<file path="src/rtl/shift_seq_ctrl.sv">
// rtl/shift_seq_ctrl.sv - sequencer that serially loads a W-bit shift register and checks the result
module shift_seq_ctrl #(
  parameter int W   = 4,
  parameter int GAP = 0
) (
  input  logic         clk,
  input  logic         rst,
  input  logic         start_valid,
  output logic         start_ready,
  input  logic [W-1:0] data_in,
  input  logic         abort,
  output logic         shr,
  output logic         shr_in,
  input  logic [W-1:0] sr_q,
  output logic         busy,
  output logic         done,
  output logic [W-1:0] result,
  output logic         match
);

  localparam int             BW       = (W > 1) ? $clog2(W) : 1;
  localparam logic [BW-1:0]  LAST_BIT = BW'(W - 1);
  // Gap counter counts GAP-1 down to 0, so the GAP state lasts exactly GAP cycles.
  localparam logic [3:0]     GAP_LOAD = (GAP > 0) ? 4'(GAP - 1) : 4'd0;

  typedef enum logic [1:0] {
    S_IDLE,
    S_SHIFT,
    S_GAP,
    S_SETTLE
  } state_t;

  state_t         r_state;
  logic [W-1:0]   r_shadow;
  logic [W-1:0]   r_word;
  logic [BW-1:0]  r_bitcnt;
  logic [3:0]     r_gapcnt;
  logic [W-1:0]   r_result;
  logic           r_match;
  logic           r_done;

  state_t         w_state_nxt;
  logic [W-1:0]   w_shadow_nxt;
  logic [W-1:0]   w_word_nxt;
  logic [BW-1:0]  w_bitcnt_nxt;
  logic [3:0]     w_gapcnt_nxt;
  logic [W-1:0]   w_result_nxt;
  logic           w_match_nxt;
  logic           w_done_nxt;

  // State and datapath registers; reset clears everything immediately.
  always_ff @(posedge clk or posedge rst) begin
    if (rst) begin
      r_state  <= S_IDLE;
      r_shadow <= '0;
      r_word   <= '0;
      r_bitcnt <= '0;
      r_gapcnt <= '0;
      r_result <= '0;
      r_match  <= 1'b0;
      r_done   <= 1'b0;
    end else begin
      r_state  <= w_state_nxt;
      r_shadow <= w_shadow_nxt;
      r_word   <= w_word_nxt;
      r_bitcnt <= w_bitcnt_nxt;
      r_gapcnt <= w_gapcnt_nxt;
      r_result <= w_result_nxt;
      r_match  <= w_match_nxt;
      r_done   <= w_done_nxt;
    end
  end

  // Next-state and datapath update; abort wins over everything outside IDLE.
  always_comb begin
    w_state_nxt  = r_state;
    w_shadow_nxt = r_shadow;
    w_word_nxt   = r_word;
    w_bitcnt_nxt = r_bitcnt;
    w_gapcnt_nxt = r_gapcnt;
    w_result_nxt = r_result;
    w_match_nxt  = r_match;
    w_done_nxt   = 1'b0;
    case (r_state)
      S_IDLE: begin
        if (start_valid) begin
          w_word_nxt   = data_in;
          w_shadow_nxt = data_in;
          w_bitcnt_nxt = '0;
          w_state_nxt  = S_SHIFT;
        end
      end
      S_SHIFT: begin
        if (abort) begin
          w_state_nxt = S_IDLE;
        end else begin
          // LSB leaves first; it lands in bit 0 of the register after W shifts.
          w_shadow_nxt = {1'b0, r_shadow[W-1:1]};
          w_bitcnt_nxt = r_bitcnt + 1'b1;
          if (r_bitcnt == LAST_BIT) begin
            w_state_nxt = S_SETTLE;
          end else if (GAP > 0) begin
            w_gapcnt_nxt = GAP_LOAD;
            w_state_nxt  = S_GAP;
          end
        end
      end
      S_GAP: begin
        if (abort) begin
          w_state_nxt = S_IDLE;
        end else if (r_gapcnt == 4'd0) begin
          w_state_nxt = S_SHIFT;
        end else begin
          w_gapcnt_nxt = r_gapcnt - 4'd1;
        end
      end
      S_SETTLE: begin
        if (abort) begin
          w_state_nxt = S_IDLE;
        end else begin
          w_result_nxt = sr_q;
          w_match_nxt  = (sr_q == r_word);
          w_done_nxt   = 1'b1;
          w_state_nxt  = S_IDLE;
        end
      end
      default: begin
        w_state_nxt = S_IDLE;
      end
    endcase
  end

  // Shift-register controls and handshake decode purely from registered state.
  always_comb begin
    start_ready = 1'b0;
    busy        = 1'b1;
    shr         = 1'b0;
    shr_in      = 1'b0;
    case (r_state)
      S_IDLE: begin
        start_ready = 1'b1;
        busy        = 1'b0;
      end
      S_SHIFT: begin
        shr    = 1'b1;
        shr_in = r_shadow[0];
      end
      default: begin
        shr    = 1'b0;
        shr_in = 1'b0;
      end
    endcase
  end

  assign done   = r_done;
  assign result = r_result;
  assign match  = r_match;

endmodule

</file>
<file path="config.mk">
export PLATFORM = sky130hd
export DESIGN_NAME = shift_seq_ctrl
export DESIGN_NICKNAME = d
export VERILOG_FILES = /design/src/rtl/shift_seq_ctrl.sv
export SDC_FILE = /design/constraint.sdc
export NUM_CORES = 1
export LEC_CHECK = 0
export ABC_AREA = 1
export CAP_MARGIN = 10
export CORE_ASPECT_RATIO = 0.9
export CORE_MARGIN = 3
export CORE_UTILIZATION = 52
export CTS_BUF_LIST = sky130_fd_sc_hd__clkbuf_8
export CTS_CLUSTER_SIZE = 24
export DETAILED_ROUTE_END_ITERATION = 10
export PLACE_DENSITY = 0.81
export SYNTH_ARGS = -nofsm -noshare
export SYNTH_HDL_FRONTEND = slang
export SYNTH_SLANG_ARGS = --single-unit
</file>
<file path="constraint.sdc">
create_clock -name clk -period 1.4 [get_ports clk]
set_input_delay 0.21 -clock clk [delete_from_list [all_inputs] [get_ports clk]]
set_output_delay 0.21 -clock clk [all_outputs]
set_load 0.005 [all_outputs]
</file>
==> results by group <==
Status
  – Status: finished clean

Routing
  – Initial DRC count: 22
  – DRT Wirelength: 2220 um
  – Via count: 919
  – DR pass1 iterations: 4
  – Post-detailed-route count of antenna-violating nets: 0
  – DRC: 0
  – Wire per inst: 11.7 um
  – Vias per inst: 4.84

Critical path
  – CP max FO: 3
  – Critical Path AT: 1.15 ns
  – CP Data Required Time: 1.19 ns
  – R2R Setup Slk: 0.05 ns
  – Startpoint types: register
  – Worst R2R Start: r_state[1]
  – Worst R2R Path Depth: 9
  – Kind of critical path: register to output pin
  – Crit. End Element: output pin
  – R2r endpoint: r_gapcnt[3]

CTS
  – Worst-Skew Late Latency: 0.26 ns
  – Cts bufs inserted: 3
  – CTS H-tree depth: 1
  – CTS root buf: clkbuf_8
  – CTS tree: built
  – Hold buffer count at CTS: 0
  – Max Root-Sink Buffers: 2
  – Clk sinks: 22
  – Reg clk slew, reported paths: 0.08 ns

Timing
  – Finish-stage setup viols: 0
  – Max_slew headroom: 0.816
  – Min cycle time layout: 1.36 ns
  – RSZ-0062 raised after global routing: yes
  – Slew Viols, Final: 0
  – Slew @ Worst Pin: 0.275 ns
  – Final period util: 0.971
  – Final setup margin: 0.0409 ns
  – Setup total negative slack: 0 ns
  – Clk_skew: 0.00220 ns
  – F_max: 0.736 GHz
  – Final Hold Vio Count: 0

Finish
  – FF/Latch Area: 552 um^2
  – Net count, final: 180
  – Multi-input logic area: 455 um^2
  – Share of cells above drive strength 1: 0.200
  – # fillers: 140
  – Non-filler cells, final: 190
  – Syn-to-layout area delta: 35.8%
  – # diodes: 0
  – Post-layout util: 0.752

Pwr
  – Static Leak: 0.753 nW
  – Pwr Total: 2.55 mW
  – Pwr dens: 1740 mW/mm^2
  – Peak VDD IR: 1080 uV

Synth
  – Unique masters post-synth: 20
  – Syn Inst Count: 131
  – Sequential fraction of the synthesis area: 0.509
  – FF+latch count, synth: 22
  – Synthesized cell area: 0.00108 mm^2
  – YS warnings: 0
  – Syn_nets: 145
  – Mapped Avg Cell Area: 8.25 um^2

Global routing
  – Antenna violations before repair: 0
  – GR Overflow Total: 0
  – GR Util All Layers: 0.186
  – First-pass GRT wire length: 3680 um
  – Vias in the first global route: 897
  – Largest net degree at the start of global routing: 23

Floorplan
  – Rows: 15
  – Die X-Extent: 54.1 um
  – Initial core utilization: 0.554
  – Die ar.: 0.00266 mm^2
  – Die H: 49.3 um
  – Core box area: 0.00195 mm^2
  – Top Ports: 22

Placement
  – DP HPWL: 1620 um
  – PortBufs: 21
  – DP Worst Slack: -0.0331 ns
  – Global placement routability congestion: 0.777
  – Placed cell count: 182

Run
  – Maxcap violations: 0

Hold path
  – Hold/Removal Path Class: primary input to asynchronous set/reset pin
[how the worst max path moves through the flow]
stage                     start     endpoint  slack [ns]  depth (start not counted)
detailed placement        abort  r_gapcnt[3]       -0.03                          7
CTS                  r_state[1]          shr       0.009                          5
finish               r_state[0]          shr        0.04                          4
global route         r_state[1]   r_state[0]       -0.02                          8
floorplan           r_gapcnt[0]  r_gapcnt[3]        0.23                          7
global placement     r_state[0]       shr_in        0.04                          3
[area by class of cell]
cell class	count	area share
clock buffers	4	0.0375
inverters	24	0.0648
multi-input cells	85	0.310
flip-flops and latches	22	0.376
well taps	25	0.0213
repair buffers	30	0.190
[synthesized netlist by cell type, drive strengths merged]
cell    instances  area share
nand3           4       0.023
dfrtp          22        0.51
o21ai          16       0.074
inv            23       0.080
nor2            8       0.042
o22ai           1      0.0058
a21oi           2       0.013
nand2          49        0.20
nand4           1      0.0058
clkinv          1      0.0035
xor2            1      0.0081
ha              2       0.023
xnor2           1      0.0081
[critical path: stages, from the launching register on]
cell,delay (ns)
dfrtp_2,0.44
buf_6,0.15
nand2_4,0.08
inv_4,0.03
clkdlybuf4s15_2,0.19
[cells by family after synthesis]
family,share of synthesized area
AND/OR/NAND/NOR,0.275
buffers and inverters,0.0833
flip-flops,0.509
AO/OA/AOI/OAI,0.0926
XOR/XNOR,0.0162
adder cells (fa/ha/maj),0.0231
[state kept, by name, summed over array words and instances, names as in the netlist]
signal	flops
r_bitcnt	2
done	1
result	4
r_state	2
r_gapcnt	4
match	1
r_shadow	4
r_word	4
[what timing repair did]
item / in CTS / in global routing
setup buffers: 3 / 1
endpoints found under the hold margin: 0 / 0
resized for setup: 13 / 6
setup endpoints to repair: 4 / 6
pin swaps: 0 / 2
[layer usage]
| metal | GRT usage | wire [um] |
|---|---|---|
| met5 | 0 | 0 |
| met1 | 0.239 | 1010 |
| met3 | 0.0183 | 112 |
| met2 | 0.319 | 1080 |
| met4 | 0.0622 | 27 |
[layout by cell type (no fill, tap or decap), types with 2 or more instances in the layout]
master	count
nor2_2	2
ha_1	2
inv_4	2
dlygate4sd2_1	2
buf_6	2
inv_1	19
buf_4	7
o21ai_1	7
nand2_1	43
inv_2	3
clkbuf_8	4
o21ai_0	9
nand2_4	5
nor2_4	2
nor2_1	4
clkdlybuf4s50_1	17
dfrtp_1	21
nand3_1	3
[report_power, final]
group | internal, mW | switching (mW) | leakage (nW)
clock network | 0.250 | 0.197 | 0.0288
registers | 0.866 | 0.137 | 0.280
logic | 0.526 | 0.572 | 0.444
[per-stage QoR]
step / hold slack, ns / cell area [um^2]
final: 0.277 / 1470
after detailed placement: 0.470 / 1360
after floorplan: 0.199 / 1080
after global routing: 0.311 / 1470
after CTS: 0.283 / 1440
after global placement: 0.461 / 1360
Power figures use the tool's default switching activity.
